[config.mk]
export PLATFORM = sky130hd
export DESIGN_NAME = mem_stage_ctrl_flat
export DESIGN_NICKNAME = d
export VERILOG_FILES = /design/src/rtl/mem_stage_ctrl_if.sv /design/src/rtl/mem_stage_ctrl.sv /design/src/flat_wrapper.sv
export SDC_FILE = /design/constraint.sdc
export NUM_CORES = 1
export LEC_CHECK = 0
export ABC_AREA = 1
export ABC_CLOCK_PERIOD_IN_PS = 2200
export BUFFER_PORTS_ARGS = -buffer_cell sky130_fd_sc_hd__buf_2
export CAP_MARGIN = 15
export CELL_PAD_IN_SITES_DETAIL_PLACEMENT = 2
export CELL_PAD_IN_SITES_GLOBAL_PLACEMENT = 2
export CORE_ASPECT_RATIO = 1.4
export CORE_UTILIZATION = 25
export DETAILED_ROUTE_END_ITERATION = 8
export PLACE_DENSITY = 0.94
export SYNTH_ARGS = -nofsm -noshare
export SYNTH_HDL_FRONTEND = slang
export SYNTH_SLANG_ARGS = --single-unit
[constraint.sdc]
create_clock -name clk -period 2.2 [get_ports clk]
set_input_delay 0.22 -clock clk [delete_from_list [all_inputs] [get_ports clk]]
set_output_delay 0.22 -clock clk [all_outputs]
set_load 0.02 [all_outputs]
[src/rtl/mem_stage_ctrl_if.sv]
// Bus bundle between the EX/MEM register, the memory-stage controller,
// the data memory and the MEM/WB register.
// master: controller view (drives stall, dmem request and writeback).
// slave:  environment view (pipeline, data memory and MEM/WB register).
interface mem_stage_ctrl_if #(
  parameter int BIT_WIDTH = 32
);
  logic                 regWrEnIn;
  logic                 memWrEnIn;
  logic                 isLoadIn;
  logic                 isStoreIn;
  logic [1:0]           mulSelIn;
  logic [3:0]           regWrAddrIn;
  logic [BIT_WIDTH-1:0] aluOutIn;
  logic [BIT_WIDTH-1:0] PCIn;
  logic [BIT_WIDTH-1:0] storeDataIn;
  logic                 stall;
  logic                 dmemReq;
  logic                 dmemWe;
  logic [BIT_WIDTH-1:0] dmemAddr;
  logic [BIT_WIDTH-1:0] dmemWrData;
  logic                 dmemAck;
  logic [BIT_WIDTH-1:0] dmemRdData;
  logic                 wbValid;
  logic                 wbRegWrEn;
  logic [3:0]           wbRegWrAddr;
  logic [BIT_WIDTH-1:0] wbData;
  logic                 memErr;

  modport master (
    input  regWrEnIn, memWrEnIn, isLoadIn, isStoreIn, mulSelIn, regWrAddrIn,
    input  aluOutIn, PCIn, storeDataIn, dmemAck, dmemRdData,
    output stall, dmemReq, dmemWe, dmemAddr, dmemWrData,
    output wbValid, wbRegWrEn, wbRegWrAddr, wbData, memErr
  );

  modport slave (
    output regWrEnIn, memWrEnIn, isLoadIn, isStoreIn, mulSelIn, regWrAddrIn,
    output aluOutIn, PCIn, storeDataIn, dmemAck, dmemRdData,
    input  stall, dmemReq, dmemWe, dmemAddr, dmemWrData,
    input  wbValid, wbRegWrEn, wbRegWrAddr, wbData, memErr
  );
endinterface

[src/rtl/mem_stage_ctrl.sv]
// Memory-stage controller: req/ack handshake with data memory, upstream
// stall while an access is outstanding, registered writeback outputs.
// Optional build macro MEM_TIMEOUT_EN adds a WAIT-cycle abort counter
// that raises a one-cycle memErr pulse.
//
// state  | meaning
// S_IDLE | no access outstanding; memory op here issues the request
// S_WAIT | request registered, waiting for the dmemAck pulse
module mem_stage_ctrl #(
  parameter int BIT_WIDTH      = 32,
  parameter int TIMEOUT_CYCLES = 255
) (
  input  logic                clk,
  input  logic                reset,
  mem_stage_ctrl_if.master    bus
);

  typedef enum logic [0:0] {S_IDLE = 1'b0, S_WAIT = 1'b1} state_t;

  state_t               state_q, state_d;
  logic                 mem_op;
  logic                 store_we;
  logic                 timeout_hit;
  logic                 stall_c;
  logic [BIT_WIDTH-1:0] wb_sel_data;

  logic                 dmem_req_q, dmem_req_d;
  logic                 dmem_we_q, dmem_we_d;
  logic [BIT_WIDTH-1:0] dmem_addr_q, dmem_addr_d;
  logic [BIT_WIDTH-1:0] dmem_wr_data_q, dmem_wr_data_d;
  logic                 wb_valid_q, wb_valid_d;
  logic                 wb_reg_wr_en_q, wb_reg_wr_en_d;
  logic [3:0]           wb_reg_wr_addr_q, wb_reg_wr_addr_d;
  logic [BIT_WIDTH-1:0] wb_data_q, wb_data_d;
  logic                 mem_err_q, mem_err_d;

  assign mem_op   = bus.isLoadIn | bus.isStoreIn;
  assign store_we = bus.isStoreIn & bus.memWrEnIn;

`ifdef MEM_TIMEOUT_EN
  localparam int                 CNT_W    = $clog2(TIMEOUT_CYCLES + 1);
  localparam logic [CNT_W-1:0]   CNT_LAST = CNT_W'(TIMEOUT_CYCLES - 1);

  logic [CNT_W-1:0] wait_cnt_q, wait_cnt_d;

  // WAIT-cycle counter: zero in IDLE so it starts from zero on entering WAIT
  always_comb begin
    wait_cnt_d = '0;
    if (state_q == S_WAIT) wait_cnt_d = wait_cnt_q + CNT_W'(1);
  end

  // wait counter register
  always_ff @(posedge clk or negedge reset) begin
    if (!reset) wait_cnt_q <= '0;
    else        wait_cnt_q <= wait_cnt_d;
  end

  // an ack in the last allowed cycle wins over the abort
  assign timeout_hit = (state_q == S_WAIT) & ~bus.dmemAck & (wait_cnt_q == CNT_LAST);
`else
  assign timeout_hit = 1'b0;
`endif

  // state register
  always_ff @(posedge clk or negedge reset) begin
    if (!reset) state_q <= S_IDLE;
    else        state_q <= state_d;
  end

  // next-state logic
  always_comb begin
    state_d = state_q;
    unique case (state_q)
      S_IDLE:  if (mem_op) state_d = S_WAIT;
      S_WAIT:  if (bus.dmemAck || timeout_hit) state_d = S_IDLE;
      default: state_d = S_IDLE;
    endcase
  end

  // writeback value select
  always_comb begin
    case (bus.mulSelIn)
      2'd1:    wb_sel_data = bus.dmemRdData;
      2'd2:    wb_sel_data = bus.PCIn;
      default: wb_sel_data = bus.aluOutIn;
    endcase
  end

  // outputs: stall plus next values of the registered dmem/writeback outputs
  always_comb begin
    stall_c          = 1'b0;
    dmem_req_d       = dmem_req_q;
    dmem_we_d        = dmem_we_q;
    dmem_addr_d      = dmem_addr_q;
    dmem_wr_data_d   = dmem_wr_data_q;
    wb_valid_d       = 1'b1;
    wb_reg_wr_en_d   = bus.regWrEnIn & ~bus.isStoreIn;
    wb_reg_wr_addr_d = bus.regWrAddrIn;
    wb_data_d        = wb_sel_data;
    mem_err_d        = 1'b0;
    unique case (state_q)
      S_IDLE: begin
        if (mem_op) begin
          stall_c        = 1'b1;
          dmem_req_d     = 1'b1;
          dmem_we_d      = store_we;
          dmem_addr_d    = bus.aluOutIn;
          dmem_wr_data_d = bus.storeDataIn;
          wb_valid_d     = 1'b0;
          wb_reg_wr_en_d = 1'b0;
        end
      end
      S_WAIT: begin
        if (bus.dmemAck) begin
          dmem_req_d = 1'b0;
          dmem_we_d  = 1'b0;
        end else if (timeout_hit) begin
          dmem_req_d     = 1'b0;
          dmem_we_d      = 1'b0;
          wb_reg_wr_en_d = 1'b0;
          mem_err_d      = 1'b1;
        end else begin
          stall_c        = 1'b1;
          wb_valid_d     = 1'b0;
          wb_reg_wr_en_d = 1'b0;
        end
      end
      default: ;
    endcase
    // upstream must not see a stall while the controller is held in reset
    if (!reset) stall_c = 1'b0;
  end

  // registered dmem and writeback outputs
  always_ff @(posedge clk or negedge reset) begin
    if (!reset) begin
      dmem_req_q       <= 1'b0;
      dmem_we_q        <= 1'b0;
      dmem_addr_q      <= '0;
      dmem_wr_data_q   <= '0;
      wb_valid_q       <= 1'b0;
      wb_reg_wr_en_q   <= 1'b0;
      wb_reg_wr_addr_q <= '0;
      wb_data_q        <= '0;
      mem_err_q        <= 1'b0;
    end else begin
      dmem_req_q       <= dmem_req_d;
      dmem_we_q        <= dmem_we_d;
      dmem_addr_q      <= dmem_addr_d;
      dmem_wr_data_q   <= dmem_wr_data_d;
      wb_valid_q       <= wb_valid_d;
      wb_reg_wr_en_q   <= wb_reg_wr_en_d;
      wb_reg_wr_addr_q <= wb_reg_wr_addr_d;
      wb_data_q        <= wb_data_d;
      mem_err_q        <= mem_err_d;
    end
  end

  assign bus.stall       = stall_c;
  assign bus.dmemReq     = dmem_req_q;
  assign bus.dmemWe      = dmem_we_q;
  assign bus.dmemAddr    = dmem_addr_q;
  assign bus.dmemWrData  = dmem_wr_data_q;
  assign bus.wbValid     = wb_valid_q;
  assign bus.wbRegWrEn   = wb_reg_wr_en_q;
  assign bus.wbRegWrAddr = wb_reg_wr_addr_q;
  assign bus.wbData      = wb_data_q;
  assign bus.memErr      = mem_err_q;

endmodule

[src/flat_wrapper.sv]
// flat-port wrapper written by rule: the top's interface ports become plain ports
module mem_stage_ctrl_flat 
#(
  parameter int BIT_WIDTH      = 32,
  parameter int TIMEOUT_CYCLES = 255
)
  (clk, reset, bus_regWrEnIn, bus_memWrEnIn, bus_isLoadIn, bus_isStoreIn, bus_mulSelIn, bus_regWrAddrIn, bus_aluOutIn, bus_PCIn, bus_storeDataIn, bus_dmemAck, bus_dmemRdData, bus_stall, bus_dmemReq, bus_dmemWe, bus_dmemAddr, bus_dmemWrData, bus_wbValid, bus_wbRegWrEn, bus_wbRegWrAddr, bus_wbData, bus_memErr);
  mem_stage_ctrl_if #(.BIT_WIDTH(BIT_WIDTH)) bus_i ();
  input  logic clk;
  input  logic reset;
  input wire logic [$bits(bus_i.regWrEnIn)-1:0] bus_regWrEnIn;
  input wire logic [$bits(bus_i.memWrEnIn)-1:0] bus_memWrEnIn;
  input wire logic [$bits(bus_i.isLoadIn)-1:0] bus_isLoadIn;
  input wire logic [$bits(bus_i.isStoreIn)-1:0] bus_isStoreIn;
  input wire logic [$bits(bus_i.mulSelIn)-1:0] bus_mulSelIn;
  input wire logic [$bits(bus_i.regWrAddrIn)-1:0] bus_regWrAddrIn;
  input wire logic [$bits(bus_i.aluOutIn)-1:0] bus_aluOutIn;
  input wire logic [$bits(bus_i.PCIn)-1:0] bus_PCIn;
  input wire logic [$bits(bus_i.storeDataIn)-1:0] bus_storeDataIn;
  input wire logic [$bits(bus_i.dmemAck)-1:0] bus_dmemAck;
  input wire logic [$bits(bus_i.dmemRdData)-1:0] bus_dmemRdData;
  output wire logic [$bits(bus_i.stall)-1:0] bus_stall;
  output wire logic [$bits(bus_i.dmemReq)-1:0] bus_dmemReq;
  output wire logic [$bits(bus_i.dmemWe)-1:0] bus_dmemWe;
  output wire logic [$bits(bus_i.dmemAddr)-1:0] bus_dmemAddr;
  output wire logic [$bits(bus_i.dmemWrData)-1:0] bus_dmemWrData;
  output wire logic [$bits(bus_i.wbValid)-1:0] bus_wbValid;
  output wire logic [$bits(bus_i.wbRegWrEn)-1:0] bus_wbRegWrEn;
  output wire logic [$bits(bus_i.wbRegWrAddr)-1:0] bus_wbRegWrAddr;
  output wire logic [$bits(bus_i.wbData)-1:0] bus_wbData;
  output wire logic [$bits(bus_i.memErr)-1:0] bus_memErr;
  assign bus_i.regWrEnIn = bus_regWrEnIn;
  assign bus_i.memWrEnIn = bus_memWrEnIn;
  assign bus_i.isLoadIn = bus_isLoadIn;
  assign bus_i.isStoreIn = bus_isStoreIn;
  assign bus_i.mulSelIn = bus_mulSelIn;
  assign bus_i.regWrAddrIn = bus_regWrAddrIn;
  assign bus_i.aluOutIn = bus_aluOutIn;
  assign bus_i.PCIn = bus_PCIn;
  assign bus_i.storeDataIn = bus_storeDataIn;
  assign bus_i.dmemAck = bus_dmemAck;
  assign bus_i.dmemRdData = bus_dmemRdData;
  assign bus_stall = bus_i.stall;
  assign bus_dmemReq = bus_i.dmemReq;
  assign bus_dmemWe = bus_i.dmemWe;
  assign bus_dmemAddr = bus_i.dmemAddr;
  assign bus_dmemWrData = bus_i.dmemWrData;
  assign bus_wbValid = bus_i.wbValid;
  assign bus_wbRegWrEn = bus_i.wbRegWrEn;
  assign bus_wbRegWrAddr = bus_i.wbRegWrAddr;
  assign bus_wbData = bus_i.wbData;
  assign bus_memErr = bus_i.memErr;
  mem_stage_ctrl #(.BIT_WIDTH(BIT_WIDTH), .TIMEOUT_CYCLES(TIMEOUT_CYCLES)) u_core (.clk(clk), .reset(reset), .bus(bus_i));
endmodule
==> flow_summary.toml <==
[status]
status = "finished, final reports clean"

[synthesis]
synth_ff_type = "dfrtp_1"
yosys.cell_count.top_type = "nand2_1"
synth_top_area_share_pct = 58.3
synthArstFlopShare_pct = 100
ys_ff_latch = 105
synth_area_um2 = 4510
synth.distinct_cells = 14
synth_edf_count = 0
syn_nets = 695
postSynthCellCount = 552
synth.area.top_cells = "dfrtp_1 58%, nand2_1 27%, nand3_1 7.2%"
synth_area_per_cell_um2 = 8.16
yosys.area.top_type = "dfrtp_1"
ys_warn_count = 0
ys_top_cells_by_count = "330 x nand2_1, 105 x dfrtp_1, 65 x nand3_1, 16 x buf_2, 10 x buf_4"
seq_area_frac_synth_pct = 58.3

[die]
die_area_um2 = 18600
ios = 247
dieWidth_um = 115
num_rows = 57
die_h_um = 161
coreArea_um2 = 17500
start_util_pct = 25.8

[clocking]
clk_pin_slew_ns = 0.07
clock_latency_ns = 0.34
cts_buffers = 9
cts-root-buf = "clkbuf_16"
htree_num_levels = 3
clock_sinks = 105
postCtsSetupBuffers = 0
clock_path_buffers = 2
cts.repair.resized = 0
tritoncts = "yes"

[setup_path]
cpMostUsedCell = "nand2_1"
max_stage_delay_ns = 0.43
cp_slowest_cell = "dfrtp_1"
ff2ff_path_depth = 4
required_ns = 1.98
r2r-start = "u_core.state_q"
cp_cell_sequence = "inv_2, nand2_1, nand2_1, nor2_1, buf_2"
cp_max_fo = 11
reg2reg_slack_ns = 0.75
worstReg2RegEnd = "u_core.bus.dmemWrData[2]"
cp-end-kind = "output pin"
worst_ep_arrival_time_ns = 1.39
cp-start-kind = "flip-flop"
path_class = "reg -> out"

[flow_run]
cap_violations = 0

[timing]
fin_skew_ns = 0.00737
fin_crit_ns = 1.61
finalSetupViolCount = 0
rsz0062_at_grt = "false"
min_period_over_period_pct = 73.1
max_slew_margin_pct = 57.2
setup_tns_ns = 0
finalMaxSlewViolations = 0
worstMarginPinSlew_ns = 0.642
hold_viol = 0
fmax_mhz = 622

[routing]
vias = 4657
initialDrtViolationCount = 131
wl_um = 18100
drc = 0
wl_per_cell_um = 17.5
ant_nets = 0
routed_via_density = 4.50
dr.pass1.iters = 4

[cells_and_area]
finalInstanceArea_um2 = 6360
nNetsFinal = 934
areaGrowthSynthToFinish_pct = 41.1
multi_input_area_um2 = 1620
register_area_um2 = 2630
fill_cells = 2089
drive_gt1_share_pct = 34.7

[placement]
numPortBuffers = 245
hpwlAfterDp_um = 13400
routabilityCongestion = 0.772
dpl_cell_area_um2 = 5980

[global_routing]
gr-total-overflow = 0
grt_pass1_vias = 5174
grt_first_pass_wirelength_um = 27700
antenna_found_initial = 3
track_usage_pct = 19.7
grt_max_degree = 106

[pwr]
peakVddDrop_v = 0.000311
cellPowerDensity_nw_per_um2 = 908
total_leakage_power_nw = 3.77

[hold_path]
min_path_cells = 3
holdCritPathClass = "in -> reg"
min_from = "bus_aluOutIn[19]"
min_to = "u_core.bus.wbData[19]"
==> per-layer routing <==
layer  global-route usage [%]  wire length [µm]
met5                        0                 0
met4                     10.2               726
met3                     3.43               875
met2                     35.6              9680
met1                     21.6              6820
==> repair_timing <==
action	in CTS	in global routing
endpoints found under the hold margin	20	0
endpoints found under the setup margin	0	0
hold buffers	5	0
==> layout by cell type (no fill, tap or decap) <==
| cell | count |
|---|---|
| nor2_1 | 2 |
| nand2_2 | 2 |
| buf_12 | 6 |
| nand4_1 | 2 |
| buf_2 | 244 |
| clkbuf_8 | 1 |
| ha_1 | 2 |
| inv_1 | 7 |
| a21oi_1 | 1 |
| clkinv_4 | 2 |
| nand2_1 | 328 |
| inv_2 | 2 |
| diode_2 | 3 |
| clkbuf_1 | 1 |
| dlygate4sd3_1 | 5 |
| conb_1 | 1 |
| nand3_1 | 65 |
| clkbuf_16 | 9 |
| dfrtp_1 | 105 |
| bufinv_16 | 2 |
| buf_4 | 8 |
==> where the power goes <==
group	leakage, nW	total (W)	switching (W)	internal [W]
Sequential	1.30	0.00240	0.000158	0.00225
Clock	0.156	0.00177	0.000738	0.00103
Combinational	2.32	0.00160	0.00108	0.000518
==> layout make-up <==
type | count | share of cell area [%]
tap | 236 | 4.64
antenna | 3 | 0.118
clock inverter | 4 | 1.22
multi-input combinational | 403 | 25.5
clock buffer | 11 | 3.82
inverter | 9 | 0.531
sequential | 105 | 41.3
timing repair buffer | 263 | 22.8
==> how the worst max path moves through the flow <==
stage | startpoint | endpoint | slack, ns
global placement | bus_mulSelIn[0] | u_core.bus.wbData[1] | 0.75
finish | u_core.state_q | bus_stall | 0.59
global route | u_core.state_q | bus_stall | 0.51
detailed placement | bus_mulSelIn[0] | u_core.bus.wbData[1] | 0.70
floorplan | u_core.state_q | bus_stall | 0.99
CTS | u_core.state_q | bus_stall | 0.58
==> state kept, by name (all words and copies together), names as in the netlist <==
| signal | cells |
|---|---|
| u_core.bus.dmemWrData | 32 |
| u_core.bus.wbValid | 1 |
| u_core.bus.dmemAddr | 32 |
| u_core.bus.wbData | 32 |
| u_core.bus.dmemReq | 1 |
| u_core.bus.dmemWe | 1 |
| u_core.state_q | 1 |
| u_core.bus.wbRegWrAddr | 4 |
| u_core.bus.wbRegWrEn | 1 |
==> worst max-delay path: cells and delay by family (launching register included) <==
family | cells | cell delay (ns)
buffers and inverters | 2 | 0.37
and+or+nand+nor | 3 | 0.25
DFF | 1 | 0.43
==> through the flow <==
step | std cells | worst slack [ns] | total power, W | hold WS (ns) | util, %
2_1_floorplan | 552 | 0.991 | 0.00330 | -0.0756 | -
3_3_place_gp | 1011 | 0.752 | 0.00398 | 0.329 | 34.2
3_5_place_dp | 1011 | 0.703 | 0.00406 | 0.331 | 34.2
4_1_cts | 1031 | 0.584 | 0.00587 | 0.0875 | 36.3
5_1_grt | 1034 | 0.513 | 0.00608 | 0.0898 | 36.4
6_report | 1034 | 0.591 | 0.00577 | 0.101 | 36.4
==> cells by family (layout without fill, tap and decap cells) <==
logic type | after synthesis | in the layout | share of synthesized area, %
compound gates | 1 | 1 | 0.111
other cells | 1 | 4 | 0.0832
flops | 105 | 105 | 58.3
fa+ha+maj | 2 | 2 | 0.555
buf+inv | 44 | 287 | 5.78
simple gates | 399 | 399 | 35.2
(Power assumes the default switching activity.)
